==> src/rtl/fetch_pkg.sv <==
// Shared widths and queue entry type for the paired fetch front end.
// Imported by fetch_queue and fetch_pair_ctrl.
package fetch_pkg;

    localparam int ADDR_W = 8;
    localparam int INST_W = 32;
    localparam int QDEPTH = 4;
    localparam int PTR_W  = $clog2(QDEPTH);
    localparam int CNT_W  = PTR_W + 1;

    typedef struct packed {
        logic [ADDR_W-1:0] pc;
        logic [INST_W-1:0] inst;
    } q_entry_t;

endpackage

==> src/rtl/fetch_queue.sv <==
// Four-entry FIFO of {pc, inst} with two write ports and two read slots.
// Slots read only registered state; invalid slots are forced to zero.
module fetch_queue
    import fetch_pkg::*;
(
    input  logic             clk,
    input  logic             rst,
    input  logic             flush,
    input  logic [1:0]       enq_cnt,
    input  q_entry_t         enq0,
    input  q_entry_t         enq1,
    input  logic [1:0]       deq_req,
    output q_entry_t         head0,
    output q_entry_t         head1,
    output logic             valid0,
    output logic             valid1,
    output logic [CNT_W-1:0] count
);

    q_entry_t         mem [QDEPTH];
    logic [PTR_W-1:0] rd_ptr;
    logic [PTR_W-1:0] wr_ptr;
    logic [PTR_W-1:0] rd_ptr1;
    logic [PTR_W-1:0] wr_ptr1;
    logic [CNT_W-1:0] cnt;
    logic [1:0]       deq_sat;
    logic [1:0]       deq;

    assign rd_ptr1 = rd_ptr + PTR_W'(1);
    assign wr_ptr1 = wr_ptr + PTR_W'(1);

    // A take of 3 means 2; never retire more than is held.
    always_comb begin
        deq_sat = deq_req[1] ? 2'd2 : deq_req;
        deq     = deq_sat;
        if (cnt < CNT_W'(deq_sat)) begin
            deq = cnt[1:0];
        end
    end

    always_ff @(posedge clk) begin
        if (rst || flush) begin
            rd_ptr <= '0;
            wr_ptr <= '0;
            cnt    <= '0;
        end else begin
            rd_ptr <= rd_ptr + PTR_W'(deq);
            wr_ptr <= wr_ptr + PTR_W'(enq_cnt);
            cnt    <= cnt + CNT_W'(enq_cnt) - CNT_W'(deq);
        end
    end

    always_ff @(posedge clk) begin
        if (!rst && !flush) begin
            if (enq_cnt != 2'd0) begin
                mem[wr_ptr] <= enq0;
            end
            if (enq_cnt == 2'd2) begin
                mem[wr_ptr1] <= enq1;
            end
        end
    end

    assign valid0 = (cnt != '0);
    assign valid1 = (cnt >= CNT_W'(2));
    assign head0  = valid0 ? mem[rd_ptr] : '0;
    assign head1  = valid1 ? mem[rd_ptr1] : '0;
    assign count  = cnt;

endmodule

==> src/rtl/fetch_pair_ctrl.sv <==
// Paired instruction fetch: PC, halt and redirect control in front of
// a small queue that presents two issue slots per cycle.
module fetch_pair_ctrl
    import fetch_pkg::*;
#(
    parameter logic [7:0] LAST_ADDR = 8'd120,
    parameter int         QDEPTH    = 4
) (
    input  logic              clk,
    input  logic              rst,
    output logic [ADDR_W-1:0] inst_address,
    input  logic [INST_W-1:0] instruction1,
    input  logic [INST_W-1:0] instruction2,
    input  logic              redirect,
    input  logic [ADDR_W-1:0] redirect_addr,
    input  logic [1:0]        issue_take,
    output logic              out_valid0,
    output logic              out_valid1,
    output logic [INST_W-1:0] out_inst0,
    output logic [INST_W-1:0] out_inst1,
    output logic [ADDR_W-1:0] out_pc0,
    output logic [ADDR_W-1:0] out_pc1,
    output logic              fetch_done
);

    logic [ADDR_W-1:0] pc;
    logic [ADDR_W-1:0] pc_plus4;
    logic [ADDR_W-1:0] pc_plus8;
    logic              halted;
    logic              past_end;
    logic              fetch_en;
    logic [1:0]        enq_cnt;
    logic [CNT_W-1:0]  count;
    q_entry_t          enq0;
    q_entry_t          enq1;
    q_entry_t          head0;
    q_entry_t          head1;

    assign pc_plus4 = pc + ADDR_W'(4);
    assign pc_plus8 = pc + ADDR_W'(8);
    assign past_end = (pc > LAST_ADDR);

    // Gate on the registered count so a full pair always fits.
    assign fetch_en = !halted && !redirect && !past_end
                   && (int'(count) <= QDEPTH - 2);

    always_comb begin
        enq_cnt = 2'd0;
        if (fetch_en) begin
            enq_cnt = (pc_plus4 <= LAST_ADDR) ? 2'd2 : 2'd1;
        end
    end

    assign enq0 = '{pc: pc,       inst: instruction1};
    assign enq1 = '{pc: pc_plus4, inst: instruction2};

    always_ff @(posedge clk) begin
        if (rst) begin
            pc     <= '0;
            halted <= 1'b0;
        end else if (redirect) begin
            pc     <= redirect_addr & ~ADDR_W'(3);
            halted <= 1'b0;
        end else begin
            if (past_end) begin
                halted <= 1'b1;
            end
            if (fetch_en) begin
                pc <= pc_plus8;
            end
        end
    end

    fetch_queue u_queue (
        .clk     (clk),
        .rst     (rst),
        .flush   (redirect),
        .enq_cnt (enq_cnt),
        .enq0    (enq0),
        .enq1    (enq1),
        .deq_req (issue_take),
        .head0   (head0),
        .head1   (head1),
        .valid0  (out_valid0),
        .valid1  (out_valid1),
        .count   (count)
    );

    assign inst_address = pc;
    assign out_inst0    = head0.inst;
    assign out_inst1    = head1.inst;
    assign out_pc0      = head0.pc;
    assign out_pc1      = head1.pc;
    assign fetch_done   = halted;

endmodule

==> config.mk <==
export PLATFORM = sky130hd
export DESIGN_NAME = fetch_pair_ctrl
export DESIGN_NICKNAME = d
export VERILOG_FILES = /design/src/rtl/fetch_pkg.sv /design/src/rtl/fetch_queue.sv /design/src/rtl/fetch_pair_ctrl.sv
export SDC_FILE = /design/constraint.sdc
export NUM_CORES = 1
export LEC_CHECK = 0
export ABC_AREA = 1
export CORE_UTILIZATION = 40
export CTS_CLUSTER_SIZE = 14
export DETAILED_ROUTE_END_ITERATION = 8
export PLACE_DENSITY = 0.63
export SETUP_SLACK_MARGIN = 0.05
export SKIP_LAST_GASP = 1
export SYNTH_ARGS = -nofsm -noshare
export SYNTH_HDL_FRONTEND = slang
export SYNTH_SLANG_ARGS = --single-unit
==> constraint.sdc <==
create_clock -name clk -period 4 [get_ports clk]
set_input_delay 0.4 -clock clk [delete_from_list [all_inputs] [get_ports clk]]
set_output_delay 0.4 -clock clk [all_outputs]
set_load 0.01 [all_outputs]
; Word level (Yosys, flattened, before mapping)
; Memory sizes are Yosys's and may differ from the RTL's. A register that Yosys moved wholly into a read port is not among the register bits.
; Cells that the tools add are included.
[op_classes]
addsub = 8
multipliers = 0
div_mod_pow = 0
magnitude_cmp = 5
eq_ne = 1
n_shift = 0
n_mux = 15
bitwise_logic = 0
reduce_logical = 13
[op_table]
columns = cell, count
row1 = $mux W40, 2
row2 = $mux W8, 2
row3 = $mux W2, 5
row4 = $add A8 B3 Y8 const B, 1
row5 = $add A8 B4 Y8 const B, 1
row6 = $gt A8 B7 Y1 const B, 1
row7 = $le A8 B7 Y1 const B, 1
row8 = $mux W1, 6
row9 = $add A2 B1 Y2 const B, 2
row10 = $add A2 B2 Y2, 2
row11 = $logic_and A1 B1 Y1, 4
row12 = $logic_not A1 Y1, 4
row13 = $reduce_bool A2 Y1, 2
row14 = $add A3 B2 Y3, 1
row15 = $ge A3 B2 Y1 const B, 1
row16 = $le A3 B2 Y1 const B, 1
row17 = $lt A3 B2 Y1, 1
row18 = $reduce_bool A3 Y1, 1
row19 = $sub A3 B2 Y3, 1
row20 = $eq A2 B2 Y1 const B, 1
row21 = $reduce_or A2 Y1, 1
row22 = $logic_or A1 B1 Y1, 1
[totals]
ff_bits = 16
latchBits = 0
mem_bits_rw = 160
rom_bits = 0
in_bits = 77
out_inout_bits = 91
word_cells = 49
mem_count = 1
[memory_table]
columns = memory, words, word_bits, read_ports, rd_clocked_by_memory_dff, wr, line
row1 = u_queue.mem, 4, 40, 2, 1, 2, fetch_queue.sv:20  ; q_entry_t mem [QDEPTH];

; Longest topological paths before layout
; Gate-level depths: netlist of the first run.
[logic_depth]
depth_word = 9
mapped_depth = 16
mapped_depth_nobuf = 13

; Cells and area by module
; From an unflattened synthesis of the first run, not the netlist that was laid out.
[unflattened]
cells_unflattened = 1287
hier_area_um2 = 10585.2
[by_module_without_submodules]
columns = mod, instances, cells_each, area_each_um2, seq_area_each_um2
row1 = fetch_queue, 1, 1200, 10007.1, 4944.7
row2 = fetch_pair_ctrl, 1, 87, 578.1, 140.1

; Least setup slack after synthesis of the first run
; OpenSTA, ideal clock, no wires.
[synth_path]
kind = reg-to-reg
start = register pc[2] (netlist: inst_address[2])
end = memory u_queue.mem[1][0] in the netlist's numbering, enable pin
setup_time_ns = 0.486
arrival_ns = 3.921
required_time_ns = 3.514
path_slack_ns = -0.407
path_stages_with_launch = 8
path_buffers = 1
synth_period_minus_slack_ns = 4.407
path_cell_list = dfxtp_1 buf_2 inv_1 ha_1 inv_1 nand3_1 nand4_2 o21ai_0
[synth_rtl]
columns = item, line
row1 = from (decl), fetch_pair_ctrl.sv:26  ; logic [ADDR_W-1:0] pc;
row2 = from (signal assigned), fetch_pair_ctrl.sv:62  ; pc <= redirect_addr & ~ADDR_W'(3);
row3 = from (signal assigned), fetch_pair_ctrl.sv:69  ; pc <= pc_plus8;
row4 = to (decl), fetch_queue.sv:20

; Worst setup path after layout of the first run
[layout_path]
start = register u_queue.rd_ptr[1]
end = output port out_inst1[30]
[layout_between]
elab_chain_len = 3
[layout_rtl]
columns = item, line
row1 = from (decl), fetch_queue.sv:21  ; logic [PTR_W-1:0] rd_ptr;
row2 = from (signal assigned), fetch_queue.sv:47  ; rd_ptr <= rd_ptr + PTR_W'(deq);
row3 = $add A2 B1 Y2, fetch_queue.sv:29  ; assign rd_ptr1 = rd_ptr + PTR_W'(1);
row4 = $mem_v2 Z4 W40, -
row5 = $mux W40, fetch_queue.sv:67  ; assign head1 = valid1 ? mem[rd_ptr1] : '0;
row6 = to (decl), fetch_pair_ctrl.sv:20  ; output logic [INST_W-1:0] out_inst1,
; No other way between the ends.

==> results of run 1 <==
## area by class of cell
class,instances,share of cell area (%)
inverters,78,2.32
flip-flops and latches,166,38.1
multi-input cells,1019,36.9
clock inverters,13,1.60
well taps,330,3.25
repair buffers,189,14.4
clock buffers,19,3.40
## per-stage QoR
stage	hold WS (ns)	util (%)
CTS	0.590	50.4
finish	0.608	50.4
global route	0.620	50.4
global placement	0.592	47.8
floorplan	0.469	-
detailed placement	0.591	47.8
## worst register-to-register path, delay by kind of cell, from the launching register on
family                   cells  cell delay [ns]
AO/OA/AOI/OAI                1             1.04
flip-flops                   1             0.60
AND/OR/NAND/NOR              2             0.60
buffers and inverters        2             0.39
adder cells (fa/ha/maj)      1             0.24
## state kept, by name, summed over array words and instances, names as in the netlist
| signal | count |
|---|---|
| u_queue.mem | 152 |
| inst_address | 6 |
| u_queue.count | 3 |
| u_queue.rd_ptr | 2 |
| u_queue.wr_ptr | 2 |
| fetch_done | 1 |
## metal layers
layer	track usage (%)	wire, um	vias up
met5	0	0	-
li1	-	-	4776
met1	32.4	13100	4661
met3	3.46	3380	83
met2	42.6	16500	623
met4	11.6	815	0
## kinds of logic (layout without fill, tap and decap cells)
kind of cell,after synthesis,count (layout)
AND/OR/NAND/NOR,740,740
AO/OA/AOI/OAI,257,257
buffers and inverters,194,299
flip-flops,166,166
adder cells (fa/ha/maj),11,11
XOR/XNOR,5,5
other,1,6
## Yosys cell counts
| master | n |
|---|---|
| sky130_fd_sc_hd__edfxtp_1 | 152 |
| sky130_fd_sc_hd__a21oi_1 | 91 |
| sky130_fd_sc_hd__inv_1 | 77 |
| sky130_fd_sc_hd__nand4_2 | 1 |
| sky130_fd_sc_hd__or2_2 | 1 |
| sky130_fd_sc_hd__nand3_1 | 163 |
| sky130_fd_sc_hd__a31oi_1 | 31 |
| sky130_fd_sc_hd__buf_4 | 37 |
| sky130_fd_sc_hd__dfxtp_1 | 14 |
| sky130_fd_sc_hd__ha_1 | 9 |
| sky130_fd_sc_hd__nand2_2 | 2 |
| sky130_fd_sc_hd__o21ai_0 | 123 |
| sky130_fd_sc_hd__xor2_1 | 3 |
| sky130_fd_sc_hd__nor2_1 | 98 |
| sky130_fd_sc_hd__fa_1 | 2 |
| sky130_fd_sc_hd__xnor2_1 | 2 |
| sky130_fd_sc_hd__o21ai_1 | 1 |
| sky130_fd_sc_hd__conb_1 | 1 |
| sky130_fd_sc_hd__nand4_1 | 4 |
| sky130_fd_sc_hd__a22oi_1 | 7 |
| sky130_fd_sc_hd__a21boi_0 | 3 |
| sky130_fd_sc_hd__and2_1 | 1 |
| sky130_fd_sc_hd__clkbuf_1 | 54 |
| sky130_fd_sc_hd__buf_1 | 3 |
| sky130_fd_sc_hd__clkinv_1 | 1 |
| sky130_fd_sc_hd__a21oi_4 | 1 |
| sky130_fd_sc_hd__nand2_1 | 470 |
| sky130_fd_sc_hd__buf_2 | 22 |
## power by group
part	total [mW]	switching, mW	internal (mW)
Clock	1.79	0.685	1.11
Sequential	2.16	0.111	2.05
Combinational	2.24	1.36	0.879
Total	6.19	2.16	4.03
## worst max-delay path by stage
stage / start / endpoint / slack [ns] / depth (start not counted)
after global placement: redirect / u_queue.mem[1][4] / 0.71 / 7
after CTS: u_queue.rd_ptr[1] / out_inst1[30] / 0.57 / 5
after detailed placement: redirect / u_queue.mem[2][35] / 0.64 / 7
after floorplan: inst_address[2] / u_queue.mem[1][0] / -0.41 / 7
after global routing: u_queue.rd_ptr[0] / out_inst1[7] / 0.42 / 7
final: u_queue.rd_ptr[1] / out_inst1[30] / 0.52 / 5
==> metrics.txt, run 1 <==
final critical-path setup slack=0.521 ns; initial cell density of the core=40.8%; number of nets with antenna violations after detailed routing=0; clock tree buffer depth=2; Yosys warning total=0; terminating pin of the worst hold path=fetch_done; post-route DRC violation count=0; class of the tightest hold or removal check=reg2reg; achievable clock frequency=287 MHz; total clock sinks=166; number of I/O port buffers=159; clock root buffer=sky130_fd_sc_hd__clkbuf_16; fin crit period=3.48 ns; beginning of the worst hold path=fetch_done; setup repair after global routing missed its margin=no; post-synthesis share of cell area spent on full adders, half adders and majority gates=1.48%; cell family with most CP delay=buffers and inverters; post-DR wirelength/cell=18.7 um; area of the die=0.0264 sq mm; clock tree from TritonCTS=yes; total placed instance area=0.0121 sq mm; Hold Crit Depth=2; sum of routed wire length over all layers=33.8 mm; Syn Std Cell Area=0.0103 sq mm; placed cell count=1,782; delay of the slowest cell on the worst path=0.72 ns; clock buffer count from CTS=17; Fin Clk Skew=0.00797 ns; series of cell instances along the critical path=nand2_1, inv_2, a22oi_1, a21oi_1, clkdlybuf4s50_1; largest area contributor in the netlist=sky130_fd_sc_hd__edfxtp_1; placement row count=58; leading cell type in the layout, fill and taps excluded=sky130_fd_sc_hd__nand2_1; synthesis-stage register bit count=166; vias in the first global route=9,543; number of library cell types mapped by synthesis=28; number of slew-limit violations in the final report=0; sequential cell area=0.00485 sq mm; Fill cells=2,375; final hold viol count=0; synthesis-to-layout area growth=23.4%; Final #Nets=1,559; multi-input combinational cell area=0.00470 sq mm; post-route design area=0.0127 sq mm; antenna violations before repair=0; XOR/XNOR share of the synthesized area=0.425%; area fraction of the dominant cell type after synthesis=44.3%; Power Total=6.19 mW; global-route usage over all layers=25.4%; clock latency of the later-clocked register in the worst-skew pair=0.42 ns; power density over cell area=487 mW/mm^2; average vias per placed instance=5.59; r2r worst-path depth=6; result of the run=completed; register clock-pin slew on the reported worst setup and hold paths=0.07 ns; worst slack, placed=0.638 ns; most frequent cells in the layout=sky130_fd_sc_hd__nand2_1, sky130_fd_sc_hd__nand3_1, sky130_fd_sc_hd__clkdlybuf4s50_1; core region area=0.0253 sq mm; combined buffer and inverter count along the critical path=2; maximum number of pins on one net before global-route repair=73; nature of the critical path startpoint=flop; Mapped Cells=1,374; post-CTS setup repair buffer count=0; largest family of logic cells by synthesized area=simple AND/OR/NAND/NOR gates; most area-consuming cells after synthesis=sky130_fd_sc_hd__edfxtp_1, sky130_fd_sc_hd__nand2_1, sky130_fd_sc_hd__nand3_1, sky130_fd_sc_hd__o21ai_0, sky130_fd_sc_hd__a21oi_1; critical setup path kind=reg2out; Final setup violation count=0; Worst EP required=3.60 ns; share of the yosys chip area belonging to registers=47.0%; number of optimization iterations in the first detailed-route pass=5; die extent in x=163 um; reg2reg start=inst_address[3]; drt first-iter violations=1,382; wire length of the first global-routing pass=50.6 mm; standard cell with the maximum stage delay on the critical path=sky130_fd_sc_hd__inv_2; multiplexer area fraction after synthesis=0%; arrival time of the worst setup path=3.08 ns; global route total overflow=0; worst rel slew slack=25.9%; filler-free cell count of the finished design=1,814; Simple-Gate Fraction of Synth Area=29.2%; Worst R2R End=u_queue.mem[1][5]; gp weighted congestion=0.794; Post-Synthesis Mean Instance Area=7.50 sq um; deepest level of the CTS H-tree=4; slew at the pin with the worst max-slew slack=1.11 ns; max cap viols=0; CP max FO=38; Compound-Gate Fraction of Synth Area=13.2%; Tcrit/Tclk final=87.0%; count of hold-fix buffers inserted at cts=0; top-level I/O count=168; Die Ht=163 um; DR vias=10,100; antenna diode instance count=0; slack of the worst reg-to-reg path=0.85 ns; Setup Total Neg Slack=0 ns; Gates resized, CTS repair=0; element type at the critical path end=output pin; leakage component of the power=5.25 nW; fraction of final layout cells sized beyond drive strength 1=5.66%; detailed-placement wirelength estimate=19.7 mm; peak ir drop on the vdd network=0.271 mV
Note: power is estimated with default switching activity, not from simulation.
==> run 2, diff against run 1 <==
Settings changed: CTS_CLUSTER_SIZE 14 to not set, DONT_BUFFER_PORTS set to 1, PLACE_DENSITY 0.63 to 0.54, SYNTH_HIERARCHICAL set to 1.
==> metrics.txt, run 2 <==
DR vias=8,617 (-15%); setup repair after global routing missed its margin=no; sum of routed wire length over all layers=29.8 mm (-12%); Compound-Gate Fraction of Synth Area=20.9% (+7.7 points); multi-input combinational cell area=0.00456 sq mm (-2.9%); area of the die=0.0271 sq mm (+2.6%); nature of the critical path startpoint=flop; antenna diode instance count=0 (unchanged); global route total overflow=0 (unchanged); GR Layer Usage met3=4.37% (+0.91 points); class of the tightest hold or removal check=in2reg; deepest level of the CTS H-tree=4 (unchanged); post-route DRC violation count=0 (unchanged); met1 routing resource usage after global routing=29.0% (-3.4 points); Top FF cell, synth=sky130_fd_sc_hd__edfxtp_1; number of slew-limit violations in the final report=0 (unchanged); Fill cells=2,576 (+8.5%); most area-consuming cells after synthesis=sky130_fd_sc_hd__edfxtp_1, sky130_fd_sc_hd__nand2_1, sky130_fd_sc_hd__o21ai_1, sky130_fd_sc_hd__o21ai_0, sky130_fd_sc_hd__inv_1; top cells by instance count after synthesis=sky130_fd_sc_hd__nand2_1, sky130_fd_sc_hd__edfxtp_1, sky130_fd_sc_hd__o21ai_1, sky130_fd_sc_hd__inv_1, sky130_fd_sc_hd__nor2_1; XOR/XNOR share of the synthesized area=0.662% (+0.24 points); Hold Crit Depth=1 (-1); Power Total=5.55 mW (-10%); sequential cell area=0.00509 sq mm (+5.1%); drt first-iter violations=617 (-55%); clock latency of the later-clocked register in the worst-skew pair=0.43 ns (about the same); die extent in x=165 um (+1.3%); peak ir drop on the vdd network=0.474 mV (+75%); final hold viol count=0 (unchanged); number of nets with antenna violations after detailed routing=0 (unchanged); global route hottest layer=met2; clock buffer count from CTS=17 (unchanged); multiplexer area fraction after synthesis=0% (unchanged); vias in the first global route=8,056 (-16%); element type at the critical path end=flop; register clock-pin slew on the reported worst setup and hold paths=0.07 ns (about the same); detailed-placement wirelength estimate=17.3 mm (-13%); CP max FO=40 (+5.3%); clock root buffer=sky130_fd_sc_hd__clkbuf_16; post-route design area=0.0112 sq mm (-12%); average vias per placed instance=5.41 (-3.2%); count of hold-fix buffers inserted at cts=0 (unchanged); wire length of the first global-routing pass=45.4 mm (-10%); Final setup violation count=0 (unchanged); largest area contributor in the netlist=sky130_fd_sc_hd__edfxtp_1; placement row count=59 (+1.7%); Fin Clk Skew=0.0132 ns (+0.00520 ns); Worst EP required=4.05 ns (+0.45 ns); hold slack=0.0304 ns (-0.578 ns); antenna violations before repair=0 (unchanged); largest family of logic cells by synthesized area=compound AO/OA/AOI/OAI gates; initial cell density of the core=40.7% (-0.094 points); gp weighted congestion=0.748 (-5.8%); critical setup path kind=reg2reg; cell with the most instances after synthesis=sky130_fd_sc_hd__nand2_1; Tcrit/Tclk final=83.8% (-3.2 points); total placed instance area=0.0107 sq mm (-12%); post-synthesis share of cell area spent on full adders, half adders and majority gates=1.44% (-0.038 points); leading cell type in the layout, fill and taps excluded=sky130_fd_sc_hd__nand2_1; clock tree from TritonCTS=yes; Top reg by flops=u_queue/mem; leakage component of the power=4.42 nW (-16%); power density over cell area=494 mW/mm^2 (+1.5%); slew at the pin with the worst max-slew slack=1.04 ns (-0.0711 ns); area fraction of the dominant cell type after synthesis=45.4% (+1.1 points); max cap viols=0 (unchanged); synthesis-stage register bit count=174 (+4.8%); achievable clock frequency=299 MHz (+3.8%); Yosys warning total=6 (+6); synthesis-to-layout area growth=6.05%; total clock sinks=174 (+4.8%); number of optimization iterations in the first detailed-route pass=5 (unchanged); core region area=0.0260 sq mm (+2.9%); GRT met2 Usage=37.0% (-5.6 points); share of async-settable or async-resettable flops after synthesis=0% (unchanged); maximum number of pins on one net before global-route repair=95 (+30%); Simple-Gate Fraction of Synth Area=19.0% (-10 points); Die Ht=165 um (+1.3%); fraction of final layout cells sized beyond drive strength 1=8.35% (+2.7 points); arrival time of the worst setup path=3.40 ns (+0.32 ns); number of I/O port buffers=0 (-100%); top-level I/O count=168 (unchanged); Syn Std Cell Area=0.0106 sq mm (+2.7%); Post-Synthesis Mean Instance Area=8.22 sq um (+9.6%); result of the run=completed; r2r worst-path depth=13 (+7); most frequent cells in the layout=sky130_fd_sc_hd__nand2_1, sky130_fd_sc_hd__edfxtp_1, sky130_fd_sc_hd__o21ai_1; Largest register FFs=160 (+5.3%); Gates resized, CTS repair=0 (unchanged); clock tree buffer depth=2 (unchanged); number of library cell types mapped by synthesis=38 (+36%); share of the yosys chip area belonging to registers=48.0% (+1.1 points); fin crit period=3.35 ns (-0.128 ns); post-DR wirelength/cell=18.7 um (+0.21%); Final #Nets=1,332 (-15%); global-route usage over all layers=22.3% (-3.0 points); Mapped Cells=1,287 (-6.3%); post-CTS setup repair buffer count=0 (unchanged); number of enable flip-flop cells after synthesis=160 (+5.3%); worst rel slew slack=30.9% (+4.9 points)
run 2: changes by cell type after synthesis, sizes merged, moves of 4 or more:
cell / before / now
o21ai: 124 / 247
nor2: 98 / 106
a21oi: 92 / 54
o211ai: 0 / 39
nand4: 5 / 1
nand2: 472 / 383
nand3: 163 / 14
inv: 77 / 110
edfxtp: 152 / 160
clkbuf: 54 / 31
run 2: layout make-up:
type | instances | area share (%)
inverters | 110 | 3.70
flip-flops and latches | 174 | 45.4
multi-input cells | 923 | 40.6
repair buffers | 18 | 1.65
clock inverters | 12 | 0.925
clock buffers | 20 | 3.98
well taps | 335 | 3.73
run 2: stage by stage:
step	cells	utilization [%]	worst slack [ns]	TNS, ns
floorplan	1298	-	-0.222	-33.61
CTS	1592	43.2	0.584	0
finish	1592	43.2	0.650	0
global route	1592	43.2	0.283	0
detailed placement	1560	41.1	0.615	0
global placement	1560	41.1	0.651	0
run 2: worst max-delay path, cell delays in order (launching register included):
cell and delay (ns):
sky130_fd_sc_hd__dfxtp_1 0.63, sky130_fd_sc_hd__ha_1 0.30, sky130_fd_sc_hd__nand2_1 0.08, sky130_fd_sc_hd__nor2_2 0.12, sky130_fd_sc_hd__nand2_1 0.07, sky130_fd_sc_hd__xor2_1 0.18
sky130_fd_sc_hd__inv_2 0.07, sky130_fd_sc_hd__nand2_1 0.04, sky130_fd_sc_hd__nor2_1 0.35, sky130_fd_sc_hd__nand2_4 0.11, sky130_fd_sc_hd__nor2_8 0.17, sky130_fd_sc_hd__nand2_4 0.16
sky130_fd_sc_hd__o21ai_4 0.08, sky130_fd_sc_hd__buf_4 0.57
run 2: final timing paths:
| path | start | end | slack [ns] |
|---|---|---|---|
| min reg2reg | u_queue/count[2] | u_queue/count[2] | 0.53 |
| max | inst_address[3] | u_queue/mem[3][23] | 0.65 |
| max reg2reg | inst_address[3] | u_queue/mem[3][23] | 0.65 |
| min | rst | inst_address[5] | 0.03 |
run 2: kinds of logic (layout without fill, tap and decap cells):
logic type      after synthesis  after routing
xor+xnor                      8              8
other cells                   1             12
simple gates                506            506
fa+ha+maj                    11             11
buf+inv                     201            160
compound gates              386            386
flops                       174            174
run 2: power breakdown:
part | internal (mW) | switching [mW] | leakage (nW)
Combinational | 0.432 | 1.38 | 2.59
Clock | 0.829 | 0.732 | 0.261
Sequential | 2.07 | 0.0984 | 1.57
run 2: layer usage:
layer  wire length [um]  share of wire [%]
met1              12700                 43
met3               2270                7.6
met2              14100                 47
met4                652                2.2
met5                  0                  0
